`config.mk`:
```
export PLATFORM = sky130hd
export DESIGN_NAME = column_scan_driver
export DESIGN_NICKNAME = d
export VERILOG_FILES = /design/src/rtl/column_scan_driver.sv
export SDC_FILE = /design/constraint.sdc
export NUM_CORES = 1
export LEC_CHECK = 0
export CORE_MARGIN = 3
export CORE_UTILIZATION = 25
export CTS_CLUSTER_SIZE = 16
export DETAILED_ROUTE_END_ITERATION = 8
export GPL_TIMING_DRIVEN = 0
export MAX_ROUTING_LAYER = met4
export PLACE_DENSITY = 0.52
export SYNTH_ARGS = -nofsm -noshare
export SYNTH_HDL_FRONTEND = slang
export SYNTH_SLANG_ARGS = --single-unit
```
`constraint.sdc`:
```
create_clock -name clk_i -period 7.2 [get_ports clk_i]
set_input_delay 1.44 -clock clk_i [delete_from_list [all_inputs] [get_ports clk_i]]
set_output_delay 1.44 -clock clk_i [all_outputs]
set_load 0.03 [all_outputs]
```
`src/rtl/column_scan_driver.sv`:
```
// Scrolling column window with shadow/display double buffer, row-multiplexed onto an LED matrix.
// Optional GHOST_BLANK_EN blanks row_sel_o/col_out_o on the last cycle of every row.
module column_scan_driver #(
  parameter int unsigned NUM_COLS = 8,
  parameter int unsigned ROWS     = 8,
  parameter int unsigned SCAN_DIV = 4
) (
  input  logic                              clk_i,
  input  logic                              rst_i,
  input  logic [7:0]                        col_in_i,
  input  logic                              col_valid_i,
  input  logic                              clear_i,
  output logic [ROWS-1:0]                   row_sel_o,
  output logic [NUM_COLS-1:0]               col_out_o,
  output logic                              frame_start_o,
  output logic [$clog2(NUM_COLS+1)-1:0]     col_count_o
);

  localparam int unsigned CntW = $clog2(NUM_COLS + 1);
  localparam int unsigned DivW = $clog2(SCAN_DIV);
  localparam int unsigned RowW = (ROWS > 1) ? $clog2(ROWS) : 1;

  localparam logic [DivW-1:0] DivLast = DivW'(SCAN_DIV - 1);
  localparam logic [RowW-1:0] RowLast = RowW'(ROWS - 1);
  localparam logic [CntW-1:0] CntMax  = CntW'(NUM_COLS);

  logic [DivW-1:0]                div_q, div_d;
  logic [RowW-1:0]                row_q, row_d;
  logic [NUM_COLS-1:0][7:0]       shadow_q, shadow_d;
  logic [NUM_COLS-1:0][7:0]       display_q, display_d;
  logic [CntW-1:0]                cnt_q, cnt_d;
  logic                           fs_q, fs_d;
  logic                           row_end;
  logic                           frame_end;

  always_comb begin
    row_end   = (div_q == DivLast);
    frame_end = row_end && (row_q == RowLast);

    div_d = row_end ? '0 : div_q + 1'b1;
    row_d = row_q;
    if (row_end) begin
      row_d = (row_q == RowLast) ? '0 : row_q + 1'b1;
    end

    // Display snapshots the pre-shift shadow, so a coinciding push lands a frame later.
    display_d = frame_end ? shadow_q : display_q;
    fs_d      = frame_end;

    shadow_d = shadow_q;
    cnt_d    = cnt_q;
    if (clear_i) begin
      shadow_d = '0;
      cnt_d    = '0;
    end else if (col_valid_i) begin
      for (int unsigned i = 0; i < NUM_COLS - 1; i++) begin
        shadow_d[i] = shadow_q[i+1];
      end
      shadow_d[NUM_COLS-1] = col_in_i;
      if (cnt_q != CntMax) begin
        cnt_d = cnt_q + 1'b1;
      end
    end
  end

  always_ff @(posedge clk_i or posedge rst_i) begin
    if (rst_i) begin
      div_q     <= '0;
      row_q     <= '0;
      shadow_q  <= '0;
      display_q <= '0;
      cnt_q     <= '0;
      fs_q      <= 1'b0;
    end else begin
      div_q     <= div_d;
      row_q     <= row_d;
      shadow_q  <= shadow_d;
      display_q <= display_d;
      cnt_q     <= cnt_d;
      fs_q      <= fs_d;
    end
  end

  always_comb begin
    row_sel_o = ROWS'(1) << row_q;
    col_out_o = '0;
    for (int unsigned c = 0; c < NUM_COLS; c++) begin
      col_out_o[c] = display_q[c][row_q];
    end
`ifdef GHOST_BLANK_EN
    if (row_end) begin
      row_sel_o = '0;
      col_out_o = '0;
    end
`else
`endif
  end

  assign frame_start_o = fs_q;
  assign col_count_o   = cnt_q;

  // Column bits above ROWS are kept in the buffers but never reach the matrix.
  logic unused_display;
  assign unused_display = ^display_q;

endmodule
```
==> flow_metrics.env, run 1 <==
export IMPL_num_rows=56
export IMPL_yosysSeqAreaShare_pct=57.0
export IMPL_clkTransAtPathRegs_ns=0.06
export IMPL_numCtsBuffers=17
export IMPL_rsz0062_at_grt="false"
export IMPL_cts_buffer_depth=2
export IMPL_hold_class="reg -> reg"
export IMPL_drt_total_wl_mm=13.0
export IMPL_power_density_mw_per_mm2=233
export IMPL_syn_cell_area_sq_mm=0.00605
export IMPL_path_max_fanout=11
export IMPL_gp_congestion=0.746
export IMPL_layout_commonest_cell="dfrtp_1"
export IMPL_cts_htree_levels=4
export IMPL_critPathKind="reg -> out"
export IMPL_finalSetupTns_ns=0
export IMPL_hold_viol_final=0
export IMPL_start_util_pct=25.6
export IMPL_cts_resized_gates=0
export IMPL_cts_tree="done"
export IMPL_clkSinkCount=138
export IMPL_clk_insertion_delay_late_ns=0.41
export IMPL_synth_cell_types=26
export IMPL_die_w_um=162
export IMPL_portBuffers=30
export IMPL_core_sq_mm=0.0236
export IMPL_hold_buffers=0
export IMPL_dp_cells=796
export IMPL_arrival_ns=2.67
export IMPL_hpwlAfterDp_mm=8.93
export IMPL_remaining_drc_errors=0
export IMPL_p_leak_nw=3.63
export IMPL_ant_nets=0
export IMPL_grt_antenna_before_repair=0
export IMPL_final_cell_mix="dfrtp_1 (138), nor2_1 (69), mux2_2 (65), mux2i_1 (65), clkdlybuf4s50_1 (30)"
export IMPL_nNetsFinal=517
export IMPL_finalSetupViolations=0
export IMPL_slew_viol_final=0
export IMPL_period_share_pct=57.1
export IMPL_post_cts_buffers=0
export IMPL_io_pins=33
export IMPL_p_comb_share_pct=4.4
export IMPL_drt_wirelength_per_cell_um=15.7
export IMPL_synthCells=446
export IMPL_cts_root_buf="clkbuf_16"
export IMPL_worst_setup_path_start_kind="register"
export IMPL_p_clk_share_pct=49.3
export IMPL_die_area_sq_mm=0.0261
export IMPL_grt_usage_pct=11.0
export IMPL_fillers=2377
export IMPL_grt_max_degree=85
export IMPL_drive_gt1_share_pct=25.5
export IMPL_status="complete, no violations"
export IMPL_synth_warnings=0
export IMPL_switchingPower_uw=376
export IMPL_reg2reg_slack_ns=5.32
export IMPL_grt_pass1_vias=3672
export IMPL_firstDrtPassIters=4
export IMPL_internal_power_mw=1.34
export IMPL_clock_skew_ns=0.00555
export IMPL_overflow=0
export IMPL_period_needed_ns=4.11
export IMPL_first_iter_violations=185
export IMPL_peakVddDrop_v=0.000194
export IMPL_area_delta_synth_final_pct=21.7
export IMPL_vias_per_cell=4.24
export IMPL_synth_seq_cells=138
export IMPL_crit_path_end_kind="output port"
export IMPL_die_h_um=162
export IMPL_fin_hold_ws_ns=0.430
export IMPL_max_freq_mhz=243
export IMPL_relSlewSlack_pct=55.6
export IMPL_crit_required_ns=5.76
export IMPL_vias=3514
export IMPL_n_antenna_cell=0
export IMPL_finalNonFillerCells=828
export IMPL_drv_cap=0
export IMPL_power_frac_seq_pct=46.4
export IMPL_syn_area_per_cell_sq_um=13.6
export IMPL_switching_share_pct=21.9
export IMPL_synth_nets=467
export IMPL_tightest_slew_ns=0.666
export IMPL_grt_pass1_wl_mm=21.4
[worst max-delay path, cell delays in order, from the launching register on]
cell	delay (ns)
dfrtp_1	0.39
clkbuf_1	0.53
inv_1	0.11
buf_2	0.26
ha_1	0.25
and2_1	0.13
clkdlybuf4s50_1	0.59
[synth_stat cells]
cell	number	area, sq um
buf_1	3	11.3
mux2i_1	65	651
nand3_1	1	5.00
buf_4	6	45.0
buf_2	7	35.0
buf_12	1	20.0
mux4_1	7	184
inv_1	8	30.0
nor2b_1	3	18.8
and2_1	3	18.8
clkbuf_1	5	18.8
nand2_1	29	109
nand2b_1	2	12.5
clkbuf_2	1	5.00
ha_1	9	113
a21oi_1	2	10.0
o21ai_0	2	10.0
o21a_1	1	7.51
xor2_1	1	8.76
mux2_2	65	732
buf_6	7	78.8
nand4_1	1	6.26
nor2_1	69	259
mux4_2	9	203
dfrtp_1	138	3450
or3b_2	1	8.76
[area by class of cell]
class                   instances  area (sq um)  area share (%)
clock inverters                12           124            1.68
well taps                     319           399            5.42
flip-flops and latches        138          3450            46.9
plain buffers                  30           214            2.90
clock buffers                  20           457            6.20
inverters                       8          35.0           0.476
repair buffers                 31           328            4.45
multi-input cells             270          2360            32.0
[worst paths after layout]
check / from / to / depth (start not counted)
hold reg to reg: div_q[0] / div_q[0] / 1
min in group asynchronous: rst_i / col_count_o[3] / 2
setup reg to reg: row_q[0] / row_q[1] / 6
hold / removal: div_q[0] / div_q[0] / 1
max in group asynchronous: rst_i / display_q[44] / 3
setup / recovery: row_q[0] / row_sel_o[4] / 6
[metrics by stage]
step	total power, mW	setup WS [ns]	instance area [sq um]	utilization [%]
finish	1.72	3.09	7370	31.2
global route	1.79	2.92	7370	31.2
CTS	1.74	3.03	7370	31.2
detailed placement	0.888	3.49	6790	28.7
global placement	0.883	0.227	6750	28.6
floorplan	0.860	2.06	6050	-
[sequential cells by signal, summed over array words and instances (netlist names)]
| signal | count |
|---|---|
| frame_start_o | 1 |
| col_count_o | 4 |
| row_q | 3 |
| div_q | 2 |
| display_q | 64 |
| shadow_q | 64 |
[power by group through the flow]
stage	logic (mW)	clock network, mW	registers [mW]
CTS	0.0777	0.870	0.797
floorplan	0.0510	0	0.809
global route	0.0841	0.907	0.798
global placement	0.0731	0	0.810
finish	0.0749	0.847	0.797
detailed placement	0.0773	0	0.811
[logic make-up (layout without fill, tap and decap cells)]
kind of cell / Yosys count / in the layout / synth area share [%]
muxes: 146 / 146 / 29.2
and+or+nand+nor: 109 / 109 / 7.23
DFF: 138 / 138 / 57.0
AOI/OAI and AO/OA: 5 / 5 / 0.455
buffers and inverters: 38 / 101 / 4.03
adders and majority gates: 9 / 9 / 1.86
xor gates and xnor gates: 1 / 1 / 0.145
[metal layers]
metal,vias up,track usage [%],wire length (um)
met1,1802,15.5,6740
met5,-,-,0
met4,0,2.93,140
li1,1643,-,-
met2,55,15.6,5600
met3,14,2.92,504
Note: power is estimated with default switching activity, not from simulation.
==> run 2: changes to the inputs <==
- clock period: 7.2 -> 4.3 ns (I/O delays scaled with it)
==> run 2 against run 1 <==
  * Count of clock-buffer cells in the layout is 3 higher
  * Global-route usage is 0.066 points lower
  * Clock power increased by 56%
  * Sequential power grew 67%
  * Clock skew is 0.0019 ns higher
  * Combinational power rose by 72%
  * Largest cell class unchanged
==> flow_metrics.env, run 2 (synthesis gave the netlist of run 1 again) <==
export IMPL_status="complete, no violations"
export IMPL_first_iter_violations=211
export IMPL_cts_tree="done"
export IMPL_multi_input_area_sq_mm=0.00236
export IMPL_fillers=2340
export IMPL_peakVddDrop_v=0.000269
export IMPL_hpwlAfterDp_mm=9.11
export IMPL_hold_viol_final=0
export IMPL_crit_end="row_sel_o[0]"
export IMPL_overflow=0
export IMPL_p_leak_nw=3.63
export IMPL_firstDrtPassIters=5
export IMPL_relSlewSlack_pct=56.5
export IMPL_drt_total_wl_mm=13.1
export IMPL_grt_pass1_vias=3707
export IMPL_fin_hold_ws_ns=0.435
export IMPL_worstReg2RegStart="row_q[2]"
export IMPL_crit_path_end_kind="output port"
export IMPL_power_density_mw_per_mm2=379
export IMPL_start_util_pct=25.6
export IMPL_finalNonFillerCells=825
export IMPL_cp_num_buf_inv=4
export IMPL_layout_commonest_cell="dfrtp_1"
export IMPL_die_w_um=162
export IMPL_die_h_um=162
export IMPL_post_cts_buffers=0
export IMPL_numCtsBuffers=17
export IMPL_clock_skew_ns=0.00747
export IMPL_gp_congestion=0.740
export IMPL_hold_class="reg -> reg"
export IMPL_remaining_drc_errors=0
export IMPL_grt_usage_pct=10.9
export IMPL_grt_antenna_before_repair=0
export IMPL_cts_htree_levels=4
export IMPL_setup_worst_path_start="row_q[0]"
export IMPL_fin_util_pct=31.1
export IMPL_drt_wirelength_per_cell_um=15.8
export IMPL_area_delta_synth_final_pct=21.2
export IMPL_io_pins=33
export IMPL_final_area_sq_mm=0.00734
export IMPL_critPathKind="reg -> out"
export IMPL_r2r_cells=5
export IMPL_regArea_sq_mm=0.00345
export IMPL_drive_gt1_share_pct=24.7
export IMPL_crit_required_ns=3.44
export IMPL_slew_viol_final=0
export IMPL_die_area_sq_mm=0.0261
export IMPL_clkSinkCount=138
export IMPL_worst_setup_path_start_kind="register"
export IMPL_final_cell_mix="dfrtp_1 (138), nor2_1 (69), mux2_2 (65), mux2i_1 (65), clkdlybuf4s50_1 (30)"
export IMPL_grt_pass1_wl_mm=21.3
export IMPL_finalSetupViolations=0
export IMPL_period_share_pct=81.3
export IMPL_reg2reg_slack_ns=2.39
export IMPL_cp_top_family="buffers and inverters"
export IMPL_clkTransAtPathRegs_ns=0.05
export IMPL_critical_path_cell_chain="clkbuf_1, inv_1, buf_2, ha_1, nor2b_1, clkdlybuf4s50_1"
export IMPL_grt_max_degree=43
export IMPL_path_max_fanout=11
export IMPL_clk_insertion_delay_late_ns=0.41
export IMPL_vias_per_cell=4.26
export IMPL_place_area_sq_mm=0.00682
export IMPL_cts_root_buf="clkbuf_16"
export IMPL_r2r_end="display_q[35]"
export IMPL_cpPeakStageDelay_ns=0.59
export IMPL_drv_cap=0
export IMPL_tightest_slew_ns=0.653
export IMPL_n_antenna_cell=0
export IMPL_max_freq_mhz=286
export IMPL_vias=3516
export IMPL_hold_buffers=0
export IMPL_arrival_ns=2.64
export IMPL_ant_nets=0
export IMPL_portBuffers=30
export IMPL_finalSetupTns_ns=0
export IMPL_num_rows=56
export IMPL_dp_cells=798
export IMPL_cp_depth=6
export IMPL_rsz0062_at_grt="false"
export IMPL_cts_buffer_depth=2
export IMPL_core_sq_mm=0.0236
export IMPL_nNetsFinal=519
export IMPL_cts_resized_gates=0
export IMPL_critPathSlowestCell="clkdlybuf4s50_1"
export IMPL_period_needed_ns=3.50
-- run 2: cell count changes in the layout (fill, tap and decap cells not counted), sizes merged --
cell      previous run  this run
buf                 25        27
clkbuf              26        29
clkinvlp             4         1
inv                  8         7
bufinv               2         1
clkinv               6         3
-- run 2: area by class of cell --
cell class	instances	share of cell area (%)
sequential	138	47.1
clock inverter	4	0.614
tap	319	5.44
clock buffer	23	6.51
inverter	8	0.460
buffer	30	2.92
timing repair buffer	33	4.91
multi-input combinational	270	32.1
-- run 2: per-layer routing --
layer / share of wire [%] / up-vias / GRT usage [%] / routed length (um)
met5: 0 / - / - / 0
met4: 1.0 / 0 / 3.17 / 132
li1: - / 1638 / - / -
met2: 45 / 58 / 15.6 / 5870
met3: 3.8 / 14 / 2.74 / 493
met1: 50 / 1806 / 15.3 / 6570
-- run 2: report_power, final --
| part | leakage [nW] | switching, mW | internal (mW) |
|---|---|---|---|
| Clock | 0.260 | 0.495 | 0.821 |
| Sequential | 1.90 | 0.0152 | 1.32 |
| Combinational | 1.47 | 0.0752 | 0.0539 |
-- run 2: worst register-to-register path, delay by kind of cell (launching register included) --
kind / cells / cell delay, ns
mux: 1 / 0.35
flops: 1 / 0.58
simple gates: 1 / 0.12
fa+ha+maj: 1 / 0.35
buf+inv: 2 / 0.38
-- run 2: per-stage QoR --
step / power, mW / setup WS (ns)
after floorplan: 1.44 / 1.72
after global placement: 1.48 / 0.529
after detailed placement: 1.49 / 1.17
after CTS: 2.82 / 0.717
after global routing: 2.89 / 0.592
final: 2.78 / 0.803
-- run 2: worst min-delay path by stage --
stage          startpoint       end  slack (ns)  cells past startpoint
2_1_floorplan    div_q[0]  div_q[0]        0.40                      1
3_3_place_gp     div_q[0]  div_q[0]        0.42                      1
5_1_grt          div_q[0]  div_q[0]        0.46                      1
4_1_cts          div_q[0]  div_q[0]        0.43                      1
3_5_place_dp     div_q[0]  div_q[0]        0.43                      1
6_report         div_q[0]  div_q[0]        0.43                      1
==> run 3: changes to the inputs <==
- PLACE_DENSITY: 0.52 -> 0.53
- clock period: 4.3 -> 3.1 ns (I/O delays scaled with it)
==> run 3 against run 2 <==
  * Sequential share of layout area increased by 0.19 points
  * Register-to-register slack got worse by 1.1 ns
  * Clock power is 33% higher
  * Setup slack lost 0.57 ns
  * Non-clock buffer count is the same
  * Critical path depth is the same
  * Combinational power is 38% higher
  * Core utilization down 0.12 points
  * Via count down 0.77%
  * Clock skew fell by 0.0014 ns
  * Routed wire length is 1.1% lower
  * Critical path type unchanged
  * Largest power group unchanged
==> flow_metrics.env, run 3 (synthesis gave the netlist of run 1 again) <==
export IMPL_status="complete, no violations"
export IMPL_switching_share_pct=21.2
export IMPL_firstDrtPassIters=4
export IMPL_hold_depth=1
export IMPL_worst_setup_path_start_kind="register"
export IMPL_core_sq_mm=0.0236
export IMPL_die_h_um=162
export IMPL_p_comb_share_pct=4.7
export IMPL_clock_skew_ns=0.00612
export IMPL_vias_per_cell=4.24
export IMPL_first_iter_violations=182
export IMPL_drt_wirelength_per_cell_um=15.7
export IMPL_vias=3489
export IMPL_clk_insertion_delay_late_ns=0.41
export IMPL_numCtsBuffers=17
export IMPL_hold_viol_final=0
export IMPL_grt_max_degree=43
export IMPL_relSlewSlack_pct=59.8
export IMPL_cts_buffer_depth=2
export IMPL_finalSetupTns_ns=0
export IMPL_layout_commonest_cell="dfrtp_1"
export IMPL_drive_gt1_share_pct=25.2
export IMPL_path_max_fanout=10
export IMPL_critPathSlowestCell="mux4_2"
export IMPL_grt_antenna_before_repair=0
export IMPL_p_clk_share_pct=46.4
export IMPL_remaining_drc_errors=0
export IMPL_drv_cap=0
export IMPL_final_cell_mix="dfrtp_1 (137), nor2_1 (69), mux2_2 (65), mux2i_1 (65), nand2_1 (29)"
export IMPL_portBuffers=30
export IMPL_ant_nets=0
export IMPL_reg2reg_slack_ns=1.29
export IMPL_clkTransAtPathRegs_ns=0.05
export IMPL_cp_num_buf_inv=3
export IMPL_crit_path_end_kind="output port"
export IMPL_die_w_um=162
export IMPL_n_antenna_cell=0
export IMPL_p_total_mw=3.79
export IMPL_cts_root_buf="clkbuf_16"
export IMPL_cp_top_family="buffers and inverters"
export IMPL_die_area_sq_mm=0.0261
export IMPL_period_share_pct=92.4
export IMPL_dp_cells=798
export IMPL_holdPathEnd="div_q[0]"
export IMPL_hold_class="reg -> reg"
export IMPL_cpPeakStageDelay_ns=0.52
export IMPL_area_delta_synth_final_pct=20.8
export IMPL_fillers=2371
export IMPL_p_leak_nw=3.69
export IMPL_peakVddDrop_v=0.000426
export IMPL_post_cts_buffers=0
export IMPL_worstReg2RegStart="row_q[0]"
export IMPL_drt_total_wl_mm=12.9
export IMPL_arrival_ns=2.24
export IMPL_num_rows=56
export IMPL_hpwlAfterDp_mm=9.07
export IMPL_power_density_mw_per_mm2=518
export IMPL_finalNonFillerCells=823
export IMPL_switchingPower_uw=805
export IMPL_power_frac_seq_pct=48.9
export IMPL_io_pins=33
export IMPL_start_util_pct=25.6
export IMPL_critical_path_cell_chain="buf_6, buf_12, mux4_2, nand2_1, nand2_1, dlygate4sd2_1"
export IMPL_clkSinkCount=138
export IMPL_period_needed_ns=2.86
export IMPL_grt_pass1_vias=3720
export IMPL_r2r_end="display_q[32]"
export IMPL_internal_power_mw=2.98
export IMPL_slew_viol_final=0
export IMPL_crit_required_ns=2.48
export IMPL_max_freq_mhz=349
export IMPL_cts_tree="done"
export IMPL_grt_usage_pct=11.0
export IMPL_rsz0062_at_grt="false"
export IMPL_path_common_cell="nand2_1"
export IMPL_gp_congestion=0.774
export IMPL_critPathKind="reg -> out"
export IMPL_r2r_cells=6
export IMPL_nNetsFinal=519
export IMPL_worstHoldStart="div_q[0]"
export IMPL_tightest_slew_ns=0.601
export IMPL_grt_pass1_wl_mm=21.3
export IMPL_overflow=0
export IMPL_cts_htree_levels=4
export IMPL_finalSetupViolations=0
run 3: stage by stage:
step / worst slack (ns) / cell area, sq um / hold WS [ns] / utilization [%]
2_1_floorplan: 0.759 / 6060 / 0.403 / -
3_3_place_gp: -0.418 / 6760 / 0.417 / 28.6
3_5_place_dp: 0.205 / 6820 / 0.425 / 28.9
4_1_cts: 0.0263 / 7310 / 0.432 / 30.9
5_1_grt: 0.0843 / 7310 / 0.462 / 31.0
6_report: 0.236 / 7310 / 0.429 / 31.0
run 3: cell type report:
class                      instances  area (sq um)  share of cell area (%)
tap                              319           399                    5.46
clock buffer                      19           443                    6.06
clock inverter                     6          55.1                   0.753
timing repair buffer              33           353                    4.83
buffer                            30           218                    2.98
sequential                       138          3450                    47.2
multi-input combinational        270          2360                    32.2
inverter                           8          33.8                   0.462
run 3: power by group through the flow:
stage	sequential, mW	clock, mW	combinational (mW)
6_report	1.85	1.76	0.178
5_1_grt	1.85	1.89	0.200
4_1_cts	1.85	1.81	0.184
3_5_place_dp	1.88	0	0.184
3_3_place_gp	1.88	0	0.170
2_1_floorplan	1.88	0	0.119
run 3: worst max-delay path by stage:
stage / start / endpoint / slack, ns / cells after the start
final: row_q[1] / col_out_o[0] / 0.24 / 6
after global routing: row_q[1] / row_sel_o[1] / 0.08 / 6
after CTS: row_q[0] / row_sel_o[4] / 0.03 / 6
after detailed placement: row_q[0] / row_sel_o[2] / 0.20 / 6
after global placement: rst_i / display_q[28] / -0.42 / 2
after floorplan: rst_i / col_count_o[0] / 0.76 / 1
run 3: metal layers:
layer	vias up	global-route usage, %	part of all wire (%)
met3	13	2.80	3.7
met2	58	15.3	43
met1	1785	15.7	52
li1	1633	-	-
met5	-	-	0
met4	0	3.17	1.2
run 3: what timing repair did:
item | CTS | global route
resized for setup | 13 | 2
hold buffers | 0 | 0
setup endpoints to repair | 12 | 2
